$ cat config.mk
export PLATFORM = sky130hd
export DESIGN_NAME = sobel_filter
export DESIGN_NICKNAME = d
export VERILOG_FILES = /design/src/rtl/sobel_filter.sv
export SDC_FILE = /design/constraint.sdc
export NUM_CORES = 1
export LEC_CHECK = 0
export BUFFER_PORTS_ARGS = -buffer_cell sky130_fd_sc_hd__buf_2
export CAP_MARGIN = 20
export CORE_MARGIN = 5
export CORE_UTILIZATION = 41
export DETAILED_ROUTE_END_ITERATION = 10
export GPL_TIMING_DRIVEN = 0
export SETUP_SLACK_MARGIN = 0.5
export SKIP_LAST_GASP = 1
export SYNTH_ARGS = -nofsm -noshare
export SYNTH_HDL_FRONTEND = slang
export SYNTH_SLANG_ARGS = --single-unit
$ cat constraint.sdc
create_clock -name clk -period 5.65 [get_ports clk]
set_input_delay 0.565 -clock clk [delete_from_list [all_inputs] [get_ports clk]]
set_output_delay 0.565 -clock clk [all_outputs]
set_load 0.02 [all_outputs]
$ cat src/rtl/sobel_filter.sv
// sobel_filter: streaming 3x3 Sobel edge detector for raster-order greyscale frames.
// Two line buffers hold the previous two rows; a 3x3 register window slides along
// each row. Gx/Gy are registered, then the saturated |Gx|+|Gy| magnitude is
// registered onto pixel_out two edges after the window's bottom-right pixel.
// Optional build macro: SOBEL_THRESHOLD_EN -- binarize the magnitude against THRESHOLD.
//
// state    | meaning
// S_IDLE   | waiting for start
// S_ARM    | one dead cycle, pixel_in not sampled, counters cleared
// S_STREAM | sampling IMG_WIDTH*IMG_HEIGHT pixels in raster order
// S_FLUSH  | draining the Gx/Gy and magnitude stages
// S_DONE   | frame complete, done held until the next start
module sobel_filter #(
  parameter int WIDTH      = 8,
  parameter int IMG_WIDTH  = 64,
  parameter int IMG_HEIGHT = 64,
  parameter int THRESHOLD  = 128
) (
  input  logic             clk,
  input  logic             rst,
  input  logic             start,
  input  logic [WIDTH-1:0] pixel_in,
  output logic [WIDTH-1:0] pixel_out,
  output logic             valid_out,
  output logic             done
);

  localparam int CW = $clog2(IMG_WIDTH);
  localparam int RW = $clog2(IMG_HEIGHT);
  localparam int SW = WIDTH + 4;
  localparam logic [CW-1:0]    COL_LAST = CW'(IMG_WIDTH - 1);
  localparam logic [RW-1:0]    ROW_LAST = RW'(IMG_HEIGHT - 1);
  localparam logic [WIDTH-1:0] PIX_MAX  = '1;

  typedef enum logic [2:0] {S_IDLE, S_ARM, S_STREAM, S_FLUSH, S_DONE} state_t;

  state_t          r_state;
  logic [CW-1:0]   r_col;
  logic [RW-1:0]   r_row;
  logic            r_done;

  logic [WIDTH-1:0] r_lb1 [IMG_WIDTH];
  logic [WIDTH-1:0] r_lb2 [IMG_WIDTH];

  logic [WIDTH-1:0] r_w00, r_w01, r_w02;
  logic [WIDTH-1:0] r_w10, r_w11, r_w12;
  logic [WIDTH-1:0] r_w20, r_w21, r_w22;

  logic                 r_win_vld;
  logic                 r_s1_vld;
  logic signed [SW-1:0] r_gx, r_gy;
  logic                 r_valid_out;
  logic [WIDTH-1:0]     r_pixel_out;

  logic                 w_sample;
  logic signed [SW-1:0] w_gx, w_gy;
  logic [SW-1:0]        w_abs_gx, w_abs_gy, w_mag;
  logic [WIDTH-1:0]     w_result;

  function automatic logic signed [SW-1:0] ext(input logic [WIDTH-1:0] p);
    return signed'({{(SW-WIDTH){1'b0}}, p});
  endfunction

  assign w_sample = (r_state == S_STREAM);

  // Frame sequencing and raster position of the pixel being sampled.
  always_ff @(posedge clk or posedge rst) begin
    if (rst) begin
      r_state <= S_IDLE;
      r_col   <= '0;
      r_row   <= '0;
      r_done  <= 1'b0;
    end else begin
      case (r_state)
        S_IDLE: begin
          if (start) r_state <= S_ARM;
        end
        S_ARM: begin
          r_col   <= '0;
          r_row   <= '0;
          r_state <= S_STREAM;
        end
        S_STREAM: begin
          if (r_col == COL_LAST) begin
            r_col <= '0;
            if (r_row == ROW_LAST) begin
              r_row   <= '0;
              r_state <= S_FLUSH;
            end else begin
              r_row <= r_row + 1'b1;
            end
          end else begin
            r_col <= r_col + 1'b1;
          end
        end
        S_FLUSH: begin
          // Final output is on the port this cycle and nothing is left behind it.
          if (r_valid_out && !r_s1_vld && !r_win_vld) begin
            r_state <= S_DONE;
            r_done  <= 1'b1;
          end
        end
        S_DONE: begin
          if (start) begin
            r_state <= S_ARM;
            r_done  <= 1'b0;
          end
        end
        default: r_state <= S_IDLE;
      endcase
    end
  end

  // Line buffers and 3x3 window shift; contents need no reset.
  always_ff @(posedge clk) begin
    if (w_sample) begin
      r_lb2[r_col] <= r_lb1[r_col];
      r_lb1[r_col] <= pixel_in;
      r_w00 <= r_w01;  r_w01 <= r_w02;  r_w02 <= r_lb2[r_col];
      r_w10 <= r_w11;  r_w11 <= r_w12;  r_w12 <= r_lb1[r_col];
      r_w20 <= r_w21;  r_w21 <= r_w22;  r_w22 <= pixel_in;
    end
  end

  // Sobel kernels over the current window (right minus left, bottom minus top).
  always_comb begin
    w_gx = (ext(r_w02) + (ext(r_w12) <<< 1) + ext(r_w22))
         - (ext(r_w00) + (ext(r_w10) <<< 1) + ext(r_w20));
    w_gy = (ext(r_w20) + (ext(r_w21) <<< 1) + ext(r_w22))
         - (ext(r_w00) + (ext(r_w01) <<< 1) + ext(r_w02));
  end

  // Gradient pipeline stage; data is qualified by r_s1_vld so needs no reset.
  always_ff @(posedge clk) begin
    r_gx <= w_gx;
    r_gy <= w_gy;
  end

  // Magnitude with saturation, or binarized magnitude when thresholding is built in.
  always_comb begin
    w_abs_gx = r_gx[SW-1] ? $unsigned(-r_gx) : $unsigned(r_gx);
    w_abs_gy = r_gy[SW-1] ? $unsigned(-r_gy) : $unsigned(r_gy);
    w_mag    = w_abs_gx + w_abs_gy;
`ifdef SOBEL_THRESHOLD_EN
    w_result = (w_mag > SW'(THRESHOLD)) ? PIX_MAX : '0;
`else
    w_result = (|w_mag[SW-1:WIDTH]) ? PIX_MAX : w_mag[WIDTH-1:0];
`endif
  end

  // Valid pipeline: window valid only once two full rows and two columns are in.
  always_ff @(posedge clk or posedge rst) begin
    if (rst) begin
      r_win_vld   <= 1'b0;
      r_s1_vld    <= 1'b0;
      r_valid_out <= 1'b0;
      r_pixel_out <= '0;
    end else begin
      r_win_vld   <= w_sample && (r_row >= RW'(2)) && (r_col >= CW'(2));
      r_s1_vld    <= r_win_vld;
      r_valid_out <= r_s1_vld;
      if (r_s1_vld) r_pixel_out <= w_result;
    end
  end

  assign pixel_out = r_pixel_out;
  assign valid_out = r_valid_out;
  assign done      = r_done;

endmodule

* Word-level counts from Yosys, hierarchy flattened
Memories as Yosys holds them, arrays and structs flattened. A register that Yosys moved wholly into a read port is not among the register bits. Index checks and enable logic that the tools add are counted.
Word-level totals: input port bits 11, output and inout bits 10, bits in registers 115, bits in writable memories 1024, logic and storage cells 80, memories kept 2
Memories:
- r_lb1 | depth 64, bits a word 8, rd ports 1, clocked after memory_dff 0, write ports 1, line 42 | logic [WIDTH-1:0] r_lb1 [IMG_WIDTH];
- r_lb2 | depth 64, bits a word 8, rd ports 1, clocked after memory_dff 1, write ports 1, line 43 | logic [WIDTH-1:0] r_lb2 [IMG_WIDTH];
Operators by class: $add $sub $neg 15, eq/ne operators 11, reduce and logical (&&, ||, !) cells 14, mux-type cells 18, $lt $le $gt $ge 2
Operators with widths (number):
- adder 10 x 8 -> 11 bit | 4
- adder 8 x 9 -> 10 bit | 4
- 2-to-1 mux 12 bit | 2
- negator 12 bit | 2
- case mux 6 bit (2 select lines) | 2
- subtractor 11 x 11 -> 12 bit | 2
- 2-to-1 mux 6 bit | 3
- adder 12 bit | 1
- adder 6 x 1 -> 6 bit (second input constant) | 2
- equality test 6 bit (second input constant) | 2
- >= comparator 6 x 2 -> 1 bit (second input constant) | 2
- 2-to-1 mux 3 bit | 4
- case mux 3 bit (4 select lines) | 1
- 2-to-1 mux 8 bit | 1
- equality test 3 x 2 -> 1 bit (second input constant) | 2
- inequality test 2 x 1 -> 1 bit (second input constant) | 3
- logical AND 1 bit | 4
- 2-to-1 mux 1 bit | 4
- inequality test 2 bit (second input constant) | 2
- AND reduction 4 bit | 1
- nonzero test 2 bit | 2
- OR reduction 4 bit | 1
- equality test 3 x 1 -> 1 bit (second input constant) | 1
- equality test 3 bit (second input constant) | 1
- other kinds (6) | 7

* Logic depth before layout (Yosys ltp)
Gate-level depths: netlist of the first run.
word-level depth 5, mapped depth 15, gate-level depth less buffers 15

* Worst setup path before layout of the first run
OpenSTA, ideal clock, no wires.
path type reg2reg, start point register r_col[1], end point memory r_lb2[0][3] (data pin), data arrival time 4.580 ns, path slack 0.361 ns, cell stages (with the launch flop) 10, library setup time 0.709 ns, clock period less this slack 5.289 ns, path through dfrtp_1 > buf_2 > buf_2 > buf_2 > buf_2 > buf_2 > buf_2 > buf_2 > mux2i_1 > o21ai_0
Between the ends: longest elaborated chain between the ends 1
Ends and longest elaborated chain:
- start: declaration | line 38 | logic [CW-1:0] r_col;
- start signal: assignment | line 93 | r_col <= r_col + 1'b1;
- memory (64 x 8 bit)
- end: declaration | line 43
No other way between the ends.

==> results of run 1 <==
## metrics by stage
| stage | instance area, um^2 | cells | setup TNS, ns | utilization [%] |
|---|---|---|---|---|
| after global placement | 48600 | 4199 | -3662.77 | 43.1 |
| after floorplan | 46600 | 2679 | 0 | - |
| after global routing | 55100 | 4533 | 0 | 48.9 |
| after CTS | 55000 | 4527 | 0 | 48.7 |
| after detailed placement | 50800 | 4307 | -198.52 | 45.0 |
| final | 55100 | 4539 | 0 | 48.9 |
## logic make-up after synthesis
logic type	share of synthesized area, %
compound gates	7.45
buf+inv	2.51
fa+ha+maj	3.80
simple gates	3.14
flops	73.0
xor+xnor	0.695
mux	9.37
## worst register-to-register path, delay by kind of cell (launching register included)
family          cells  cell delay (ns)
buf+inv             4             2.29
compound gates      5             1.57
simple gates        2             0.74
flops               1             0.40
## cell usage in the layout, fill, tap and decap left out, types with 41 or more instances in the layout
master / netlist / layout
buf_8: 0 / 62
a21oi_1: 81 / 80
o22ai_1: 61 / 61
fa_1: 63 / 63
clkbuf_16: 0 / 118
ha_1: 41 / 41
a22oi_1: 53 / 53
mux2_2: 77 / 77
a221oi_1: 111 / 111
edfxtp_1: 1096 / 1096
mux4_2: 108 / 108
nand2_1: 65 / 64
o21ai_0: 81 / 80
inv_1: 139 / 139
buf_2: 46 / 47
clkbuf_1: 89 / 94
nor2_1: 139 / 74
mux2i_1: 107 / 101
nor2_2: 0 / 47
## repair_timing
item / 4_1_cts / 5_1_grt
buffers inserted: 4 / 0
gates cloned: 3 / 0
hold endpoints to repair: 0 / 3
endpoints found under the setup margin: 997 / 212
hold buffers: 0 / 1
gates resized for setup: 65 / 24
pin swaps: 3 / 1
## path summary, 6_finish.rpt
| path | startpoint | to | slack (ns) | cells past startpoint |
|---|---|---|---|---|
| max | r_col[1] | r_w02[5] | 0.27 | 11 |
| min | start | done | 0.24 | 4 |
| max reg2reg | r_col[1] | r_w02[5] | 0.27 | 11 |
| min reg2reg | r_win_vld | r_s1_vld | 0.37 | 0 |
| max in group asynchronous | rst | pixel_out[6] | 4.94 | 4 |
| min in group asynchronous | rst | r_row[4] | 0.30 | 3 |
## layer usage
layer  up-vias  wire length [um]  global-route usage [%]
met3       498             23700                    10.6
li1      11200                 -                       -
met2      2158             72100                    39.8
met1     14700             62000                    36.1
met5         -                12                       0
met4         2             10700                    13.6
## registers in the layout, summed over array words and instances (netlist names), 12 cells and up
| signal | count |
|---|---|
| r_gx | 12 |
| r_lb1 | 512 |
| r_lb2 | 512 |
| r_gy | 12 |
## area by class of cell
cell class	instances	area (um^2)	area share (%)
Sequential cell	1147	34100	61.8
Multi-Input combinational cell	1240	11800	21.4
Clock buffer	146	3100	5.62
Timing Repair Buffer	138	2200	3.98
Tap cell	1500	1880	3.40
Clock inverter	67	772	1.40
Buffer	154	753	1.37
Inverter	141	532	0.965
Antenna cell	6	15.0	0.0272
==> results_dict.tcl, run 1 <==
set metrics [dict create \
    hold_viol 0 \
    cp_top_family "buffers and inverters" \
    cts.path.max_buffers 3 \
    rsz0062_at_grt "no" \
    async_reset_ff_share_pct 2.35 \
    drt-vias-per-instance 6.29 \
    antenna_found_initial 11 \
    crit_top_cell "o21ai_0" \
    path_max_fanout 10 \
    rows 123 \
    yosysMostFrequentCell "edfxtp_1" \
    port_buffers 20 \
    slowest_delay_ns 0.77 \
    status "completed" \
    wl_per_cell_um 37.2 \
    finalCritPeriodShare_pct 95.3 \
    cts_tree "done" \
    ys_seq_elements 1147 \
    cts.sinks 1147 \
    ys_top_cells_by_count "1,096 x edfxtp_1, 139 x inv_1, 139 x nor2_1, 111 x a221oi_1, 108 x mux4_2" \
    drt_iter0_drc 4650 \
    die_x_um 347 \
    synthesis.area_um2 46600 \
    syn_area_per_cell_um2 17.4 \
    detail-route-antenna-nets 0 \
    num_vias 28500 \
    cp_data_arrival_time_ns 5.71 \
    drc 0 \
    hold_path.class "input pin to flip-flop" \
    dieArea_um2 121000 \
    crit_required_ns 5.98 \
    fmax_mhz 186 \
    cp-end-kind "flip-flop" \
    clk_pin_slew_worst_paths_ns 0.06 \
    insertion_delay_ns 0.74 \
    syn2layout_area_growth_pct 18.2 \
    crit_buf_inv 4 \
    crit_chain "buf_2 > nor2b_1 > clkdlybuf4s15_1 > clkbuf_2 > clkbuf_1 > a22oi_1 > o22ai_1 > o21ai_0 > o21ai_0 > nor4_1 > o21ai_0" \
    grt_pass1_wl_um 228000 \
    fin_hold_ws_ns 0.235 \
    skew_ns 0.0472 \
    cts_made_buffers 116 \
    gr-total-overflow 0 \
    dp_slack_ns -0.712 \
    start_util_pct 41.3 \
    cts_root_buf "clkbuf_16" \
    dp_hpwl_um 115000 \
    dr.pass1.iters 6 \
    fin_ws_ns 0.268 \
    fill_cells 9234 \
    die_y_um 347 \
    gp_congestion 1.00 \
    yosysTopAreaCell "edfxtp_1" \
    core_um2 113000 \
    wl_um 169000 \
    synth-main-ff-cell "edfxtp_1" \
    cap_violations 0 \
    slew_headroom_pct 12.4 \
    synth_area_leaders "edfxtp_1 71%, mux4_2 5.2%, fa_1 2.7%" \
    grt_usage_pct 27.4 \
    drv_slew 0 \
    cp-start-kind "flip-flop" \
    yosysTopAreaCellShare_pct 70.6 \
    htree_levels 3 \
    io_pins 21 \
    fin_crit_ns 5.38 \
    synth.distinct_cells 64 \
    synth_warnings 0 \
    grt_max_degree 70 \
    ys_seq_area_share_pct 73.0 \
    nNetsFinal 3053 \
    synth_nets 2794 \
    synth_edf_count 1096 \
    crit_type "flip-flop to flip-flop" \
    synth_cells 2679 \
    grt_pass1_vias 27500 \
    slowest_stage "clkdlybuf4s15_1" \
    tightest_slew_ns 1.31 \
    layout-drive-gt1-share_pct 22.0 \
    setup_viol 0 \
]
Power of run 1 is left out: the tool's default activity adds up to more than one toggle a clock period on the data nets, which glitch-free logic cannot reach.
==> inputs of run 2 (changes only) <==
--- a/config.mk
+++ b/config.mk
@@ -8,9 +8,10 @@
 export BUFFER_PORTS_ARGS = -buffer_cell sky130_fd_sc_hd__buf_2
 export CAP_MARGIN = 20
 export CORE_MARGIN = 5
-export CORE_UTILIZATION = 41
+export CORE_UTILIZATION = 55
 export DETAILED_ROUTE_END_ITERATION = 10
 export GPL_TIMING_DRIVEN = 0
+export PLACE_DENSITY = 0.73
 export SETUP_SLACK_MARGIN = 0.5
 export SKIP_LAST_GASP = 1
 export SYNTH_ARGS = -nofsm -noshare
==> results_dict.tcl, run 2 (synthesis gave the netlist of run 1 again) <==
set metrics [dict create \
    status "completed" \
    cts_root_buf "clkbuf_16" \
    drc 0 \
    tightest_slew_ns 1.30 \
    gp_congestion 0.997 \
    num_vias 29000 \
    r2r_cells 11 \
    dr.pass1.iters 8 \
    cts_made_buffers 112 \
    crit_required_ns 6.04 \
    cts.path.max_buffers 3 \
    fin_crit_ns 5.26 \
    die_y_um 301 \
    crit_cells 11 \
    core_um2 83800 \
    crit_buf_inv 7 \
    stdcell_area_um2 54600 \
    syn2layout_area_growth_pct 17.0 \
    cp-start-kind "flip-flop" \
    grt_pass1_wl_um 224000 \
    path_max_fanout 41 \
    post_cts_buffers 0 \
    top_regs "r_lb1 (512), r_lb2 (512)" \
    cts_tree "done" \
    cp_data_arrival_time_ns 5.65 \
    gr-total-overflow 0 \
    cp-end-kind "flip-flop" \
    setup_viol 0 \
    drt-vias-per-instance 6.96 \
    start_util_pct 55.6 \
    dpl_cell_area_um2 50300 \
    place_inst 3945 \
    fill_cells 5718 \
    wl_per_cell_um 39.9 \
    grt_pass1_vias 27600 \
    stdcell_count 4169 \
    final_cell_mix "1,096 x edfxtp_1, 139 x inv_1, 116 x clkbuf_16" \
    dp_hpwl_um 114000 \
    nNetsFinal 3050 \
    skew_ns 0.0453 \
    wl_um 166000 \
    die_x_um 301 \
    grt_usage_pct 36.4 \
    drv_slew 0 \
    crit_chain "buf_2 > buf_6 > buf_4 > buf_4 > buf_4 > buf_4 > mux2i_4 > o22ai_1 > nor3_4 > nand2_4 > buf_12" \
    slowest_delay_ns 0.53 \
    io_pins 21 \
    rsz0062_at_grt "yes" \
    htree_levels 3 \
    fin_ws_ns 0.387 \
    drt_iter0_drc 5357 \
    min_path_cells 3 \
    insertion_delay_ns 0.71 \
    cap_violations 0 \
    multi_input_area_um2 11800 \
    crit_type "flip-flop to flip-flop" \
    clk_pin_slew_worst_paths_ns 0.06 \
    fmax_mhz 190 \
    hold_path.class "input pin to flip-flop" \
    regArea_um2 34100 \
    layout-drive-gt1-share_pct 21.8 \
    dp_slack_ns -1.68 \
    slowest_stage "mux2i_4" \
    mostFrequentLayoutCell "edfxtp_1" \
    grt_max_degree 73 \
    fin_hold_ws_ns 0.245 \
    antenna_found_initial 7 \
    slew_headroom_pct 13.1 \
    cts.sinks 1147 \
    crit_top_cell "buf_4" \
    hold_viol 0 \
    cp_top_family "buffers and inverters" \
    detail-route-antenna-nets 0 \
    rows 106 \
    dieArea_um2 90700 \
    port_buffers 20 \
    finalCritPeriodShare_pct 93.1 \
]
run 2: per-stage QoR:
stage	setup TNS, ns	utilization [%]
2_1_floorplan	0	-
3_3_place_gp	-3647.84	57.5
3_5_place_dp	-385.85	60.0
4_1_cts	0	64.8
5_1_grt	0	65.1
6_report	0	65.1
run 2: area by class of cell:
cell class,count,share of cell area (%)
Clock buffer,143,5.62
Buffer,154,1.38
Timing Repair Buffer,141,4.02
Antenna cell,3,0.0138
Inverter,141,0.979
Tap cell,1134,2.60
Clock inverter,68,1.27
Sequential cell,1147,62.4
Multi-Input combinational cell,1238,21.7
run 2: what timing repair did:
item | CTS | global route
setup endpoints to repair | 915 | 315
pin swaps | 0 | 1
gates cloned | 0 | 1
hold endpoints to repair | 0 | 2
hold buffers | 0 | 1
resized for setup | 63 | 31
run 2: final timing paths:
path / startpoint / endpoint / slack [ns]
max in group asynchronous: rst / pixel_out[4] / 4.94
worst min register to register: r_win_vld / r_s1_vld / 0.38
worst min-delay path: start / r_state[2] / 0.24
worst max-delay path: r_col[1] / r_lb2[6][0] / 0.39
min in group asynchronous: rst / r_s1_vld / 0.31
worst max register to register: r_col[1] / r_lb2[6][0] / 0.39
run 2: routing by layer:
metal  vias to the layer above  global-route usage [%]  routed length (um)
met5                         -                       0                 100
met4                         4                    20.1               11600
met2                      2557                    52.7               71600
met3                       568                    13.8               25900
li1                      11200                       -                   -
met1                     14700                    48.2               57200
run 2: worst reg2reg max path: stages (launching register included):
cell and delay [ns]:
dfrtp_1 0.44, buf_2 0.35, buf_6 0.36, buf_4 0.40
buf_4 0.45, buf_4 0.43, buf_4 0.51, mux2i_4 0.54
o22ai_1 0.34, nor3_4 0.49, nand2_4 0.32, buf_12 0.28
Power of run 2 is left out for the same reason.
